===== src/rtl/dna_port_pkg.sv =====
// dna_port_pkg: shared FSM encoding and width limits for the DNA port reader. Rev 1.0
`default_nettype none

package dna_port_pkg;

  localparam int DNA_WIDTH_MIN = 8;
  localparam int DNA_WIDTH_MAX = 128;

  typedef enum logic [1:0] {
    IDLE  = 2'd0,
    LOAD  = 2'd1,
    SHIFT = 2'd2,
    DONE  = 2'd3
  } dna_state_e;

  function automatic int cnt_width(input int w);
    return (w > 1) ? $clog2(w) : 1;
  endfunction

endpackage

`default_nettype wire


===== src/rtl/dna_port_model.sv =====
// dna_port_model: behavioural serial DNA port (READ loads the ID, SHIFT clocks it out MSB first). Rev 1.0
`default_nettype none

module dna_port_model #(
  parameter int                   DNA_WIDTH     = 96,
  parameter logic [DNA_WIDTH-1:0] SIM_DNA_VALUE = {DNA_WIDTH{1'b0}}
) (
  input  logic clk,
  input  logic rst_n,
  input  logic read,
  input  logic shift,
  input  logic din,
  output logic dout
);

  logic [DNA_WIDTH-1:0] port_reg;

  // dout always presents the current MSB, so a shift exposes the bit below it.
  always_ff @(posedge clk or negedge rst_n) begin
    if (!rst_n) begin
      port_reg <= SIM_DNA_VALUE;
      dout     <= 1'b0;
    end else if (read) begin
      port_reg <= SIM_DNA_VALUE;
      dout     <= SIM_DNA_VALUE[DNA_WIDTH-1];
    end else if (shift) begin
      port_reg <= {port_reg[DNA_WIDTH-2:0], din};
      dout     <= port_reg[DNA_WIDTH-2];
    end
  end

endmodule

`default_nettype wire


===== src/rtl/dna_port_reader.sv =====
// dna_port_reader: READ/SHIFT sequencer assembling the device ID from a serial DNA port. Rev 1.0
// Optional: DNA_PORT_READER_PARITY_EN adds dna_parity and a model consistency check.
`default_nettype none

module dna_port_reader
  import dna_port_pkg::*;
#(
  parameter int                   DNA_WIDTH     = 96,
  parameter logic [DNA_WIDTH-1:0] SIM_DNA_VALUE = {DNA_WIDTH{1'b0}},
  parameter int                   USE_MODEL     = 1,
  parameter int                   LOOPBACK      = 1
) (
  input  logic                 clk,
  input  logic                 rst_n,
  input  logic                 start,
  output logic                 busy,
  output logic                 done,
  output logic                 dna_valid,
  output logic [DNA_WIDTH-1:0] dna_value,
  output logic                 ext_read,
  output logic                 ext_shift,
  output logic                 ext_din,
  input  logic                 ext_dout
`ifdef DNA_PORT_READER_PARITY_EN
  ,
  output logic                 dna_parity
`endif
);

  localparam int            CW   = cnt_width(DNA_WIDTH);
  localparam logic [CW-1:0] LAST = CW'(DNA_WIDTH - 1);

  dna_state_e           state, state_next;
  logic [CW-1:0]        bit_cnt;
  logic [DNA_WIDTH-1:0] sreg;
  logic                 port_read, port_shift, port_din, port_dout;

  if (DNA_WIDTH < DNA_WIDTH_MIN || DNA_WIDTH > DNA_WIDTH_MAX) begin : g_bad_width
    $error("dna_port_reader: DNA_WIDTH outside supported range");
  end

  always_ff @(posedge clk or negedge rst_n) begin
    if (!rst_n) state <= IDLE;
    else        state <= state_next;
  end

  always_comb begin
    state_next = state;
    port_read  = 1'b0;
    port_shift = 1'b0;
    case (state)
      IDLE:    if (start) state_next = LOAD;
      LOAD: begin
        port_read  = 1'b1;
        state_next = SHIFT;
      end
      SHIFT: begin
        port_shift = 1'b1;
        if (bit_cnt == LAST) state_next = DONE;
      end
      DONE:    state_next = IDLE;
      default: state_next = IDLE;
    endcase
  end

  // Loopback recirculates each bit into the port so a readout leaves it intact.
  assign port_din = (LOOPBACK != 0) ? (port_shift & port_dout) : 1'b0;

  // The result is registered on the last shift so done/dna_valid appear in the DONE cycle.
  always_ff @(posedge clk or negedge rst_n) begin
    if (!rst_n) begin
      busy      <= 1'b0;
      done      <= 1'b0;
      dna_valid <= 1'b0;
      dna_value <= '0;
      sreg      <= '0;
      bit_cnt   <= '0;
    end else begin
      done <= 1'b0;
      case (state)
        IDLE: begin
          if (start) begin
            busy      <= 1'b1;
            dna_valid <= 1'b0;
          end
        end
        LOAD: bit_cnt <= '0;
        SHIFT: begin
          sreg <= {sreg[DNA_WIDTH-2:0], port_dout};
          if (bit_cnt == LAST) begin
            dna_value <= {sreg[DNA_WIDTH-2:0], port_dout};
            dna_valid <= 1'b1;
            done      <= 1'b1;
          end else begin
            bit_cnt <= bit_cnt + CW'(1);
          end
        end
        DONE:    busy <= 1'b0;
        default: ;
      endcase
    end
  end

  generate
    if (USE_MODEL != 0) begin : g_model
      logic unused_ext_dout;
      assign unused_ext_dout = ext_dout;

      dna_port_model #(
        .DNA_WIDTH     (DNA_WIDTH),
        .SIM_DNA_VALUE (SIM_DNA_VALUE)
      ) u_model (
        .clk   (clk),
        .rst_n (rst_n),
        .read  (port_read),
        .shift (port_shift),
        .din   (port_din),
        .dout  (port_dout)
      );

      assign ext_read  = 1'b0;
      assign ext_shift = 1'b0;
      assign ext_din   = 1'b0;
    end else begin : g_ext
      assign ext_read  = port_read;
      assign ext_shift = port_shift;
      assign ext_din   = port_din;
      assign port_dout = ext_dout;
    end
  endgenerate

`ifdef DNA_PORT_READER_PARITY_EN
  logic par_acc;

  always_ff @(posedge clk or negedge rst_n) begin
    if (!rst_n) begin
      par_acc    <= 1'b0;
      dna_parity <= 1'b0;
    end else if (state == LOAD) begin
      par_acc <= 1'b0;
    end else if (state == SHIFT) begin
      par_acc <= par_acc ^ port_dout;
      if (bit_cnt == LAST) dna_parity <= par_acc ^ port_dout;
    end
  end

`ifndef SYNTHESIS
  always @(posedge clk) begin
    if (state == DONE && USE_MODEL != 0 && dna_value != SIM_DNA_VALUE)
      $error("dna_port_reader: captured ID %0h differs from model value %0h", dna_value, SIM_DNA_VALUE);
  end
`endif
`endif

endmodule

`default_nettype wire

===== config.mk =====
export PLATFORM = sky130hd
export DESIGN_NAME = dna_port_reader
export DESIGN_NICKNAME = d
export VERILOG_FILES = /design/src/rtl/dna_port_pkg.sv /design/src/rtl/dna_port_model.sv /design/src/rtl/dna_port_reader.sv
export SDC_FILE = /design/constraint.sdc
export NUM_CORES = 1
export LEC_CHECK = 0
export BUFFER_PORTS_ARGS = -buffer_cell sky130_fd_sc_hd__buf_2
export CORE_MARGIN = 4
export CORE_UTILIZATION = 55
export CTS_CLUSTER_SIZE = 25
export DETAILED_ROUTE_END_ITERATION = 8
export PLACE_DENSITY = 0.84
export SYNTH_ARGS = -nofsm -noshare
export SYNTH_HDL_FRONTEND = slang
export SYNTH_SLANG_ARGS = --single-unit

===== constraint.sdc =====
create_clock -name clk -period 4 [get_ports clk]
set_clock_uncertainty 0.15 [all_clocks]
set_input_delay 0.2 -clock clk [delete_from_list [all_inputs] [get_ports clk]]
set_output_delay 0.2 -clock clk [all_outputs]
set_load 0.05 [all_outputs]

==> qor.csv <==
metric,value,unit
#FFs+latches synth,299,
Die H,155,um
Min Hold Slack,0.146,ns
drt first pass iters,4,
Hold Fails Final Rpt,0,
Max H-tree Level,1,
Num CTS Buffers,29,
initial antenna violation count,0,
core area,21200,um2
I/O Pins,106,
Post-CTS Repair Setup Buffers,0,
max reg flops,96,
M2 GR Usage,0.256,
# fillers,1513,
DRT iter0 DRCs,306,
PortBufs,101,
sequential-to-total area share from yosys stat,0.627,
Worst Max-Slew Pin Slew,0.960,ns
CP startpoint kind,flip-flop,
Reg2Reg Setup Slack,1.31,ns
unrepaired setup endpoints after global routing,false,
GRT Max-Usage Layer,met2,
final HPWL from detailed placement,11.8,mm
Root Buffer,clkbuf_16,
fraction of layout cells with a size suffix above 1,0.489,
Final min period,2.69,ns
RR Startpoint,state[1]$_DFFE_PN0P_,
largest net degree at the start of global routing,124,
Initial Util,0.564,
"EDFF count, synth",0,
final design utilization,0.643,
Seq pwr share,0.521,
Sw Share,0.203,
Layout Nets,895,
antenna cells,0,
most frequent cells in the layout,"dfrtp_1, mux2_2, buf_2, nor2b_1, a31o_2",
PwrDens,427,nW/um2
All-Layer GR Usage,0.167,
Worst slew margin,0.360,
crit path DAT,3.02,ns
CTS sink cnt,299,
worst r2r path cells,5,
CTS tree,yes,
grt met1 use,0.242,
Clk pwr share,0.467,
Die Width,155,um
fin. max-slew vios,0,
Setup CP Type,reg2reg,
Max Cap Violations,0,
Worst Setup SP,state[1]$_DFFE_PN0P_,
placed cell areas,12600,um2
nature of the critical path endpoint,flip-flop,
LEAKAGE,6.95,nW
Net Switching,1.18,mW
"most common cell after layout, fill and taps aside",dfrtp_1,
Worst-path clk slew,0.06,ns
# rows,53,
via count,6500,
number of remaining DRC errors,0,
Hold/Removal Path Class,in2async,
Comb pwr share,0.012,
vias per cell,5.51,
Unique masters post-synth,39,
die area,24100,um2
asr flop ratio synth,1.00,
area grow syn2layout,14.0,%
WL final,19.8,mm
total grt overflow,0,
Synth Flop Type,dfrtp_1,
Max clock buf depth,3,
Routed Antenna Nets,0,
P_int,4.62,mW
CP Max Fanout,105,
synthesized cell area,11900,um2
cells after synthesis,796,
RD Place Congestion,0.719,
setup violators final,0,
Multi-input gate area,4120,um2
first-pass GRT wire length,34.1,mm
Fmax achieved,371,MHz
Mean Syn Cell Area,15.0,um2
Post-CTS Resized,0,
"Clk Latency, worst-skew pair",0.55,ns
vias in the first global route,6683,
M3 GR Usage,0.0409,
reg-to-reg endpoint,g_model.u_model.port_reg[0]$_DFFE_PN0P_,
peak supply drop,0.359,mV
WL per Instance,16.8,um
Worst EP required,4.32,ns
fin area,13600,um2
storage element area,7480,um2
Yosys warning total,0,
Fin Setup TNS,0,ns
outcome,"finished, final reports clean",
period utilization,0.674,
[power groups by stage]
stage               Clock (mW)  Combinational (mW)  Sequential, mW
CTS                       2.77              0.0753            3.02
detailed placement           0              0.0742            3.08
floorplan                    0             0.00840            3.08
global placement             0              0.0727            3.08
global route              2.90              0.0836            3.02
finish                    2.71              0.0704            3.02
[area by class of cell]
class / count / area share
Multi-Input combinational cell: 436 / 0.303
Timing Repair Buffer: 113 / 0.0486
Tap cell: 275 / 0.0253
Clock buffer: 40 / 0.0616
Sequential cell: 299 / 0.550
Clock inverter: 10 / 0.00911
Inverter: 6 / 0.00166
[cell families after synthesis]
group / synth area share
DFF: 0.627
muxes: 0.193
AOI/OAI and AO/OA: 0.0829
and+or+nand+nor: 0.0601
buffers and inverters: 0.0300
adders and majority gates: 0.00630
other: 0.000314
[synthesized netlist by cell type, drive strengths merged, types with 3 or more instances]
| master | n | area (um2) |
|---|---|---|
| dfrtp | 299 | 7480 |
| mux2 | 191 | 2300 |
| nor2b | 93 | 582 |
| a31o | 89 | 780 |
| clkbuf | 32 | 120 |
| buf | 25 | 215 |
| ha | 6 | 75.1 |
| nand3 | 6 | 30.0 |
| o21ai | 6 | 30.0 |
| inv | 5 | 18.8 |
| nand2 | 5 | 18.8 |
| and3 | 4 | 25.0 |
| a31oi | 3 | 18.8 |
[stage by stage]
stage | power [mW] | setup slack (ns) | instances
6_report | 5.80 | 1.31 | 1179
3_5_place_dp | 3.15 | 1.34 | 1127
5_1_grt | 6.01 | 1.00 | 1179
3_3_place_gp | 3.15 | 1.42 | 1127
2_1_floorplan | 3.09 | 2.01 | 798
4_1_cts | 5.87 | 1.32 | 1179
[worst max-delay path: stages (launching register included)]
cell,delay [ns]
dfrtp_1,0.42
inv_1,0.12
ha_4,0.91
clkinv_1,0.49
nor2_1,0.30
a32o_1,0.19
[worst max-delay path by stage]
stage,endpoint,cells after the start
after global placement,g_model.u_model.port_reg[0]$_DFFE_PN0P_,5
final,g_model.u_model.port_reg[0]$_DFFE_PN0P_,5
after global routing,g_model.u_model.port_reg[0]$_DFFE_PN0P_,5
after CTS,g_model.u_model.port_reg[0]$_DFFE_PN0P_,5
after detailed placement,g_model.u_model.port_reg[0]$_DFFE_PN0P_,5
after floorplan,dna_value[55]$_DFFE_PN0P_,7
[metal layers]
metal  vias up  wire length, um  share of wire
met1      3343             8970           0.45
met4         0              446          0.023
met5         -                0              0
met3        32             1060          0.053
li1       3014                -              -
met2       111             9330           0.47
[repair_timing]
action,in CTS,in global routing
endpoints found under the setup margin,0,0
hold buffers,2,0
endpoints found under the hold margin,122,0
No activity file was read; power rests on OpenSTA's default activity.
